File: src/rtl/blackjack_pkg.sv
// Shared definitions for the blackjack pushbutton front-end.
package blackjack_pkg;

    typedef enum logic [1:0] {
        IDLE  = 2'd0,
        LOAD  = 2'd1,
        GAP   = 2'd2,
        START = 2'd3
    } bj_state_e;

    localparam int NUM_BTNS   = 4;
    localparam int BTN_HIT    = 0;
    localparam int BTN_STAND  = 1;
    localparam int BTN_DOUBLE = 2;
    localparam int BTN_START  = 3;

    localparam logic [15:0] SEED_SALT_DEFAULT = 16'hB1AC;
    // An all-zero seed would lock the downstream LFSR, so it is replaced.
    localparam logic [15:0] SEED_ZERO_SUB     = 16'h0001;

    function automatic logic [15:0] make_seed(input logic [15:0] cnt,
                                              input logic [15:0] salt);
        logic [15:0] s;
        s = cnt ^ salt;
        return (s == 16'h0000) ? SEED_ZERO_SUB : s;
    endfunction

endpackage

File: src/rtl/blackjack_input_ctrl_debounce.sv
// One pushbutton: 2-flop synchroniser, counting debouncer and registered
// rising-edge detector. press_o pulses one cycle per accepted press.
module btn_debounce #(
    parameter int DEBOUNCE_CYCLES = 16
) (
    input  logic clk,
    input  logic rst_n,
    input  logic raw_i,
    output logic press_o
);

    localparam int            CW   = $clog2(DEBOUNCE_CYCLES);
    localparam logic [CW-1:0] LAST = CW'(DEBOUNCE_CYCLES - 1);

    logic          sync1_q, sync2_q;
    logic          stable_q, stable_d;
    logic          stable_dly_q;
    logic          press_q;
    logic [CW-1:0] cnt_q, cnt_d;

    // Bring the asynchronous button into the clock domain.
    always_ff @(posedge clk or negedge rst_n) begin
        if (!rst_n) begin
            sync1_q <= 1'b0;
            sync2_q <= 1'b0;
        end else begin
            sync1_q <= raw_i;
            sync2_q <= sync1_q;
        end
    end

    // Accept a new level only after it has differed for DEBOUNCE_CYCLES cycles.
    always_comb begin
        cnt_d    = cnt_q;
        stable_d = stable_q;
        if (sync2_q == stable_q) begin
            cnt_d = '0;
        end else if (cnt_q == LAST) begin
            stable_d = ~stable_q;
            cnt_d    = '0;
        end else begin
            cnt_d = cnt_q + CW'(1);
        end
    end

    // Debounce state plus a registered 0->1 detector on the stable level.
    always_ff @(posedge clk or negedge rst_n) begin
        if (!rst_n) begin
            cnt_q        <= '0;
            stable_q     <= 1'b0;
            stable_dly_q <= 1'b0;
            press_q      <= 1'b0;
        end else begin
            cnt_q        <= cnt_d;
            stable_q     <= stable_d;
            stable_dly_q <= stable_q;
            press_q      <= stable_q & ~stable_dly_q;
        end
    end

    assign press_o = press_q;

endmodule

File: src/rtl/blackjack_input_ctrl.sv
// Pushbutton front-end for blackjack_core: debounces four buttons,
// arbitrates presses and sequences an RNG seed load ahead of btn_start.
module blackjack_input_ctrl
    import blackjack_pkg::*;
#(
    parameter int          DEBOUNCE_CYCLES = 16,
    parameter logic [15:0] SEED_SALT       = SEED_SALT_DEFAULT
) (
    input  logic        clk,
    input  logic        rst_n,
    input  logic        raw_hit,
    input  logic        raw_stand,
    input  logic        raw_double,
    input  logic        raw_start,
    output logic        btn_hit,
    output logic        btn_stand,
    output logic        btn_double,
    output logic        btn_start,
    output logic        rng_load,
    output logic [15:0] rng_seed
);

    logic [NUM_BTNS-1:0] raw_vec;
    logic [NUM_BTNS-1:0] press;

    bj_state_e   state_q, state_d;
    logic [15:0] cnt_q;
    logic [15:0] seed_q, seed_d;
    logic        hit_q, hit_d;
    logic        stand_q, stand_d;
    logic        double_q, double_d;
    logic        start_q, start_d;
    logic        load_q, load_d;

    assign raw_vec[BTN_HIT]    = raw_hit;
    assign raw_vec[BTN_STAND]  = raw_stand;
    assign raw_vec[BTN_DOUBLE] = raw_double;
    assign raw_vec[BTN_START]  = raw_start;

    for (genvar b = 0; b < NUM_BTNS; b++) begin : g_btn
        btn_debounce #(
            .DEBOUNCE_CYCLES(DEBOUNCE_CYCLES)
        ) u_db (
            .clk    (clk),
            .rst_n  (rst_n),
            .raw_i  (raw_vec[b]),
            .press_o(press[b])
        );
    end

    // Free-running entropy counter; press timing samples it for the seed.
    always_ff @(posedge clk or negedge rst_n) begin
        if (!rst_n) cnt_q <= '0;
        else        cnt_q <= cnt_q + 16'd1;
    end

    // Next state and next outputs; same-cycle presses resolve
    // start > stand > double > hit and losers are simply dropped.
    always_comb begin
        state_d  = state_q;
        seed_d   = seed_q;
        hit_d    = 1'b0;
        stand_d  = 1'b0;
        double_d = 1'b0;
        start_d  = 1'b0;
        load_d   = 1'b0;
        unique case (state_q)
            IDLE: begin
                if (press[BTN_START]) begin
                    state_d = LOAD;
                    load_d  = 1'b1;
                    seed_d  = make_seed(cnt_q, SEED_SALT);
                end else if (press[BTN_STAND]) begin
                    stand_d = 1'b1;
                end else if (press[BTN_DOUBLE]) begin
                    double_d = 1'b1;
                end else if (press[BTN_HIT]) begin
                    hit_d = 1'b1;
                end
            end
            LOAD:  state_d = GAP;
            GAP: begin
                state_d = START;
                start_d = 1'b1;
            end
            START: state_d = IDLE;
            default: state_d = IDLE;
        endcase
    end

    // FSM state and registered outputs; reset aborts any sequence in flight.
    always_ff @(posedge clk or negedge rst_n) begin
        if (!rst_n) begin
            state_q  <= IDLE;
            seed_q   <= '0;
            hit_q    <= 1'b0;
            stand_q  <= 1'b0;
            double_q <= 1'b0;
            start_q  <= 1'b0;
            load_q   <= 1'b0;
        end else begin
            state_q  <= state_d;
            seed_q   <= seed_d;
            hit_q    <= hit_d;
            stand_q  <= stand_d;
            double_q <= double_d;
            start_q  <= start_d;
            load_q   <= load_d;
        end
    end

    assign btn_hit    = hit_q;
    assign btn_stand  = stand_q;
    assign btn_double = double_q;
    assign btn_start  = start_q;
    assign rng_load   = load_q;
    assign rng_seed   = seed_q;

endmodule
File: config.mk
export PLATFORM = sky130hd
export DESIGN_NAME = blackjack_input_ctrl
export DESIGN_NICKNAME = d
export VERILOG_FILES = /design/src/rtl/blackjack_pkg.sv /design/src/rtl/blackjack_input_ctrl_debounce.sv /design/src/rtl/blackjack_input_ctrl.sv
export SDC_FILE = /design/constraint.sdc
export NUM_CORES = 1
export LEC_CHECK = 0
export CAP_MARGIN = 10
export CORE_MARGIN = 2
export CORE_UTILIZATION = 30
export CTS_BUF_LIST = sky130_fd_sc_hd__clkbuf_4
export CTS_CLUSTER_DIAMETER = 60
export DETAILED_ROUTE_END_ITERATION = 10
export MAX_ROUTING_LAYER = met4
export PLACE_DENSITY = 0.51
export SETUP_SLACK_MARGIN = 0.5
export SLEW_MARGIN = 20
export SYNTH_ARGS = -nofsm -noshare
export SYNTH_HDL_FRONTEND = slang
export SYNTH_HIERARCHICAL = 1
export SYNTH_SLANG_ARGS = --single-unit
File: constraint.sdc
create_clock -name clk -period 2.3 [get_ports clk]
set_input_delay 0.345 -clock clk [delete_from_list [all_inputs] [get_ports clk]]
set_output_delay 0.345 -clock clk [all_outputs]
set_load 0.01 [all_outputs]
==> metrics, run 1 <==
Post-Synth Adder-Cell Area=0.03435; Rel. slew slack=0.6981; drt wl/cell=12.02 µm; # placed instances=376; Hold Vio Cnt, Final=0; Initial Util=0.3124; CP endpoint=rng_seed[9]; #FFs+latches synth=75; Die Span Y=102.6 µm; Worst R2R Path Depth=6; cell with the most instances after synthesis=dfrtp_1; register area=1878 µm²; CP endpoint kind=output port; Post-synth EDFFs=0; Final Setup Violations=0; Non-Filler Instances=393; Worst Tran Pin Value=0.4529 ns; commonest cells in the netlist=dfrtp_1, nand2_1, xnor2_1; Reg2Reg Capture Point=rng_seed[1]; DRC Markers=0; Total Routing Usage GR=0.1091; Final min period=1.709 ns; via/cell ratio=4.308; proportion of layout cells with a drive suffix above 1=0.1629; RSZ-0062 raised after global routing=yes; Cell Rows=35; Worst R2R Start=cnt_q[1]; htree depth=3; average size of a mapped cell=13.25 µm²; crit-path cells=clkdlybuf4s50_1; worst skew pair latency=0.41 ns; area share of xor/xnor cells in the synthesized design=0.06612; final core area utilization=0.3771; CP max stage delay=0.56 ns; Syn Inst Count=220; leak pwr=1.595 nW; area fraction in and, or, nand and nor cells after synthesis=0.1511; TritonRoute pass-1 iters=4; max_cap viols=0; nets=274; slowest CP cell=clkdlybuf4s50_1; Fin Setup TNS=0 ns; n_diodes=0; Multi-input gate area=996.0 µm²; die area=10520 µm²; first-pass GRT wire length=8.376 mm; Synth Area in Compound Gates=0.04766; synth top area cells=dfrtp_1, xnor2_1, ha_1; detailed placer's ending HPWL=3.204 mm; total grt overflow=0; status=complete, no violations; met1 GRT Util=0.1404; Netlist cell types=32; Boundary Pins=27; predominant post-synthesis flop cell=dfrtp_1; CTS sink cnt=75; initial antenna violation count=0; crit path kind=register to output port; CTS buffer count=9; Fillers=895; Max clock buf depth=2; sequential share of the synthesized area=0.6441; Worst Skew=0.01877 ns; crit start category=register; cell taking the most area after synthesis=dfrtp_1; Synth warnings=6; Synth async-reset ratio=1.000; vias in the first global route=1693; CP Depth=1; post-synth top area share=0.6441; post-route ant nets=0; Syn Nets=234; global routing's busiest layer=met2; Port Buffers=26; largest family of logic cells by synthesized area=simple AND/OR/NAND/NOR gates; grt met3 use=0.03254; Iteration-0 DRC Markers=50; Root Buffer=clkbuf_4; Area Overhead vs Synth=20.70%; mapped cell area=2914 µm²; CTS tree=yes; Max Freq=585.3 MHz; Worst-path clk slew=0.12 ns; Final Max Tran Viols=0; peak fanout along the critical path=2; Core ar.=9328 µm²; pin count of the biggest net entering global routing=42; die width=102.6 µm; Top delay family on crit path=buffers and inverters; Worst EP arrival=1.36 ns; vias post-DR=1693; reg2reg setup slack=0.66 ns; Cell Pwr Density=676.7 nW/µm²; Crit. Startpoint=rng_seed[9]; mux cell area share after synthesis=0.03993; total wire length=4.722 mm; fin crit share=0.7429; Final GP Congestion=0.7990; Worst Path Required=1.96 ns; Buf/Inv on CP=1; peak supply drop=0.1960 mV; met2 Usage GRT=0.1549; HP Class=input pin to register
per-layer routing:
layer / vias to the layer above / share of wire
met5: - / 0
met3: 9 / 0.042
li1: 831 / -
met1: 829 / 0.49
met4: 0 / 0.021
met2: 24 / 0.45
power breakdown:
part	leakage, nW	switching [mW]	total (mW)	internal, mW
Sequential	1.00	0.0327	1.40	1.37
Clock	0.0699	0.437	0.771	0.335
Combinational	0.525	0.115	0.204	0.0892
registers in the layout, summed over array words and instances (netlist names):
signal                   count
btn_double                   1
btn_hit                      1
btn_stand                    1
btn_start                    1
cnt_q                       16
g_btn.u_db/cnt_q            16
g_btn.u_db/press_o           4
g_btn.u_db/stable_dly_q      4
g_btn.u_db/stable_q          4
g_btn.u_db/sync1_q           4
g_btn.u_db/sync2_q           4
rng_load                     1
rng_seed                    16
state_q                      2
how the worst min path moves through the flow:
stage,from,endpoint,cells past startpoint
3_5_place_dp,rst_n,g_btn[1].u_db/cnt_q[2],1
5_1_grt,raw_hit,g_btn[0].u_db/sync1_q,1
2_1_floorplan,rst_n,btn_double,0
4_1_cts,raw_hit,g_btn[0].u_db/sync1_q,1
6_report,raw_hit,g_btn[0].u_db/sync1_q,1
3_3_place_gp,rst_n,g_btn[1].u_db/cnt_q[2],1
repair_timing:
item / CTS / global route
hold buffers: 1 / 0
endpoints found under the setup margin: 0 / 5
hold endpoints to repair: 34 / 0
gates resized for setup: 0 / 3
setup buffers: 0 / 1
per-stage QoR:
step	instance area (µm²)	power, mW	setup WS (ns)	hold slack, ns
3_5_place_dp	3361	1.637	0.5845	0.3369
3_3_place_gp	3361	1.628	0.6124	0.3321
6_report	3517	2.380	0.5913	0.3601
2_1_floorplan	2914	1.545	0.7038	0.04941
4_1_cts	3501	2.430	0.5538	0.3203
5_1_grt	3517	2.522	0.4913	0.3157
placed cells by master, fill, tap and decap left out, types with 2 or more instances in the layout:
cell / netlist / layout
nor3b_2: 4 / 4
nand3_1: 5 / 5
nor2b_1: 8 / 8
clkdlybuf4s50_1: 0 / 25
clkbuf_4: 0 / 10
buf_4: 0 / 4
nor4b_1: 2 / 2
mux2_4: 4 / 4
a21oi_1: 9 / 9
ha_1: 8 / 8
nand2_1: 16 / 15
nand4b_1: 4 / 4
nand4_1: 2 / 2
dfrtp_1: 75 / 74
nand3_2: 4 / 4
nor2_1: 10 / 10
nor3_1: 3 / 2
xor2_1: 7 / 7
mux2_2: 5 / 5
o21ai_0: 14 / 14
inv_1: 11 / 11
xnor2_1: 15 / 15
cells by family (layout without fill, tap and decap cells):
kind of cell	Yosys count	after routing
adders and majority gates	8	8
and+or+nand+nor	67	67
buffers and inverters	13	57
xor gates and xnor gates	22	22
AOI/OAI and AO/OA	26	26
muxes	9	9
DFF	75	75
final cells by class:
class | instances | area share
Clock buffer | 10 | 0.02134
Clock inverter | 5 | 0.01565
Inverter | 11 | 0.01174
Multi-Input combinational cell | 132 | 0.2832
Sequential cell | 75 | 0.5340
Tap cell | 129 | 0.04589
Timing Repair Buffer | 31 | 0.08823
(Power assumes the default switching activity.)
==> run 2, diff against run 1 <==
- clock period: 2.3 -> 1.6 ns (I/O delays scaled with it)
==> metrics, run 2 (synthesis results as in run 1) <==
worst skew pair latency=0.41 ns (about the same); via/cell ratio=4.327 (+0.45%); total grt overflow=0 (unchanged); Metal-1 WL=2.578 mm (+11%); post-route ant nets=0 (unchanged); Worst EP arrival=1.89 ns (+0.53 ns); Worst R2R Path Depth=6 (unchanged); Max Used Layer=met4; CTS sink cnt=75 (unchanged); CTS tree=yes; total wire length=5.483 mm (+16%); Worst Path Required=1.90 ns (-0.06 ns); pin count of the biggest net entering global routing=32 (-24%); die width=102.6 µm (unchanged); most frequent cells in the layout=dfrtp_1, buf_4, buf_2; CP endpoint kind=register; CTS buffer count=9 (unchanged); Boundary Pins=27 (unchanged); # placed instances=384 (+2.1%); leak pwr=1.970 nW (+24%); detailed placer's ending HPWL=3.229 mm (+0.79%); register area=1881 µm² (+0.13%); Rel. slew slack=0.7272 (+0.02913); proportion of layout cells with a drive suffix above 1=0.4838 (+0.3209); Final Max Tran Viols=0 (unchanged); HP Class=input pin to register; Worst-path clk slew=0.13 ns (about the same); Iteration-0 DRC Markers=54 (+8.0%); Worst Skew=0.01677 ns (-0.002005 ns); wire length on met2=2.636 mm (+25%); Final GP Congestion=0.7846 (-1.8%); Worst Hold End=g_btn[1].u_db/sync1_q; worst hold slack=0.2443 ns (-0.1158 ns); nets=317 (+16%); Area Overhead vs Synth=41.61%; peak fanout along the critical path=2 (unchanged); Non-Filler Instances=437 (+11%); initial antenna violation count=0 (unchanged); Worst Tran Pin Value=0.4092 ns (-0.04369 ns); status=complete, no violations; Max clock buf depth=2 (unchanged); Port Buffers=26 (unchanged); Die Span Y=102.6 µm (unchanged); n_diodes=0 (unchanged); Final min period=1.586 ns; drt wl/cell=12.55 µm (+4.4%); Final Setup Violations=0 (unchanged); htree depth=3 (unchanged); Reg2Reg Capture Point=rng_seed[1]; Cell Pwr Density=941.9 nW/µm² (+39%); die area=10520 µm² (unchanged); Hold Vio Cnt, Final=0 (unchanged); RSZ-0062 raised after global routing=yes; crit start category=register; Max Freq=630.6 MHz; crit path kind=register to register; Worst Hold Launch=raw_stand; Worst R2R Start=cnt_q[0]; Core ar.=9328 µm² (unchanged); Multi-input gate area=1330 µm² (+34%); vias in the first global route=1940 (+15%); peak supply drop=0.3945 mV (+100%); max_cap viols=0 (unchanged); commonest non-fill, non-tap cell in the layout=dfrtp_1; vias post-DR=1891 (+12%); Fillers=863 (-3.6%); met3 routed WL=179 µm (-9.1%); Total Routing Usage GR=0.1192 (+0.01009); Initial Util=0.3124 (unchanged); DRC Markers=0 (unchanged); first-pass GRT wire length=9.177 mm (+9.6%); Cell Rows=35 (unchanged); TritonRoute pass-1 iters=4 (unchanged); fin crit share=0.9912; Root Buffer=clkbuf_4; WHS Path Cells=1 (unchanged); reg2reg setup slack=0.01 ns (-0.65 ns)
[run 2: critical path: stages, from the launching register on]
cell	delay (ns)
dfrtp_1	0.40
inv_2	0.06
ha_1	0.13
or4b_1	0.44
nor3_2	0.12
a31oi_1	0.13
a22o_1	0.20
[run 2: how the worst max path moves through the flow]
stage	cells past startpoint	start	slack, ns	to
floorplan	6	cnt_q[0]	0.03	rng_seed[1]
global placement	6	cnt_q[0]	0.04	rng_seed[1]
detailed placement	6	cnt_q[0]	-0.02	rng_seed[1]
CTS	6	cnt_q[0]	-0.002	rng_seed[1]
global route	6	cnt_q[0]	-0.08	rng_seed[1]
finish	6	cnt_q[0]	0.01	rng_seed[1]
[run 2: per-stage QoR]
| step | power, mW | area (µm²) | setup TNS (ns) | utilization | worst slack (ns) |
|---|---|---|---|---|---|
| 6_report | 3.887 | 4126 | 0 | 0.4424 | 0.01411 |
| 5_1_grt | 4.110 | 4126 | -0.1065 | 0.4424 | -0.07805 |
| 3_5_place_dp | 2.404 | 3461 | -0.01815 | 0.3710 | -0.01815 |
| 2_1_floorplan | 2.273 | 2965 | 0 | - | 0.02997 |
| 4_1_cts | 3.759 | 3900 | -0.001665 | 0.4181 | -0.001665 |
| 3_3_place_gp | 2.396 | 3461 | 0 | 0.3710 | 0.04475 |
[run 2: layout make-up]
cell class              instances  share of cell area
clock inverters                 6             0.01607
clock buffers                  10             0.01819
repair buffers                 73              0.1386
well taps                     129             0.03911
inverters                      11             0.01001
flip-flops and latches         75              0.4557
multi-input cells             133              0.3223
[run 2: where the power goes]
group          switching, mW  internal [mW]
Clock                  0.657          0.494
Sequential            0.0615           1.97
Combinational          0.335          0.367
[run 2: timing repair]
action                     4_1_cts  5_1_grt
setup buffers                   26        9
hold endpoints to repair        28        0
resized for setup              131       34
gates cloned                     1        0
pin swaps                       12       14
hold buffers                     1        0
setup endpoints to repair       55       71
[run 2: per-layer routing]
| layer | up-vias | GRT usage |
|---|---|---|
| met5 | - | - |
| met4 | 0 | 0.05026 |
| met3 | 7 | 0.04542 |
| met2 | 22 | 0.1750 |
| met1 | 936 | 0.1478 |
| li1 | 926 | - |
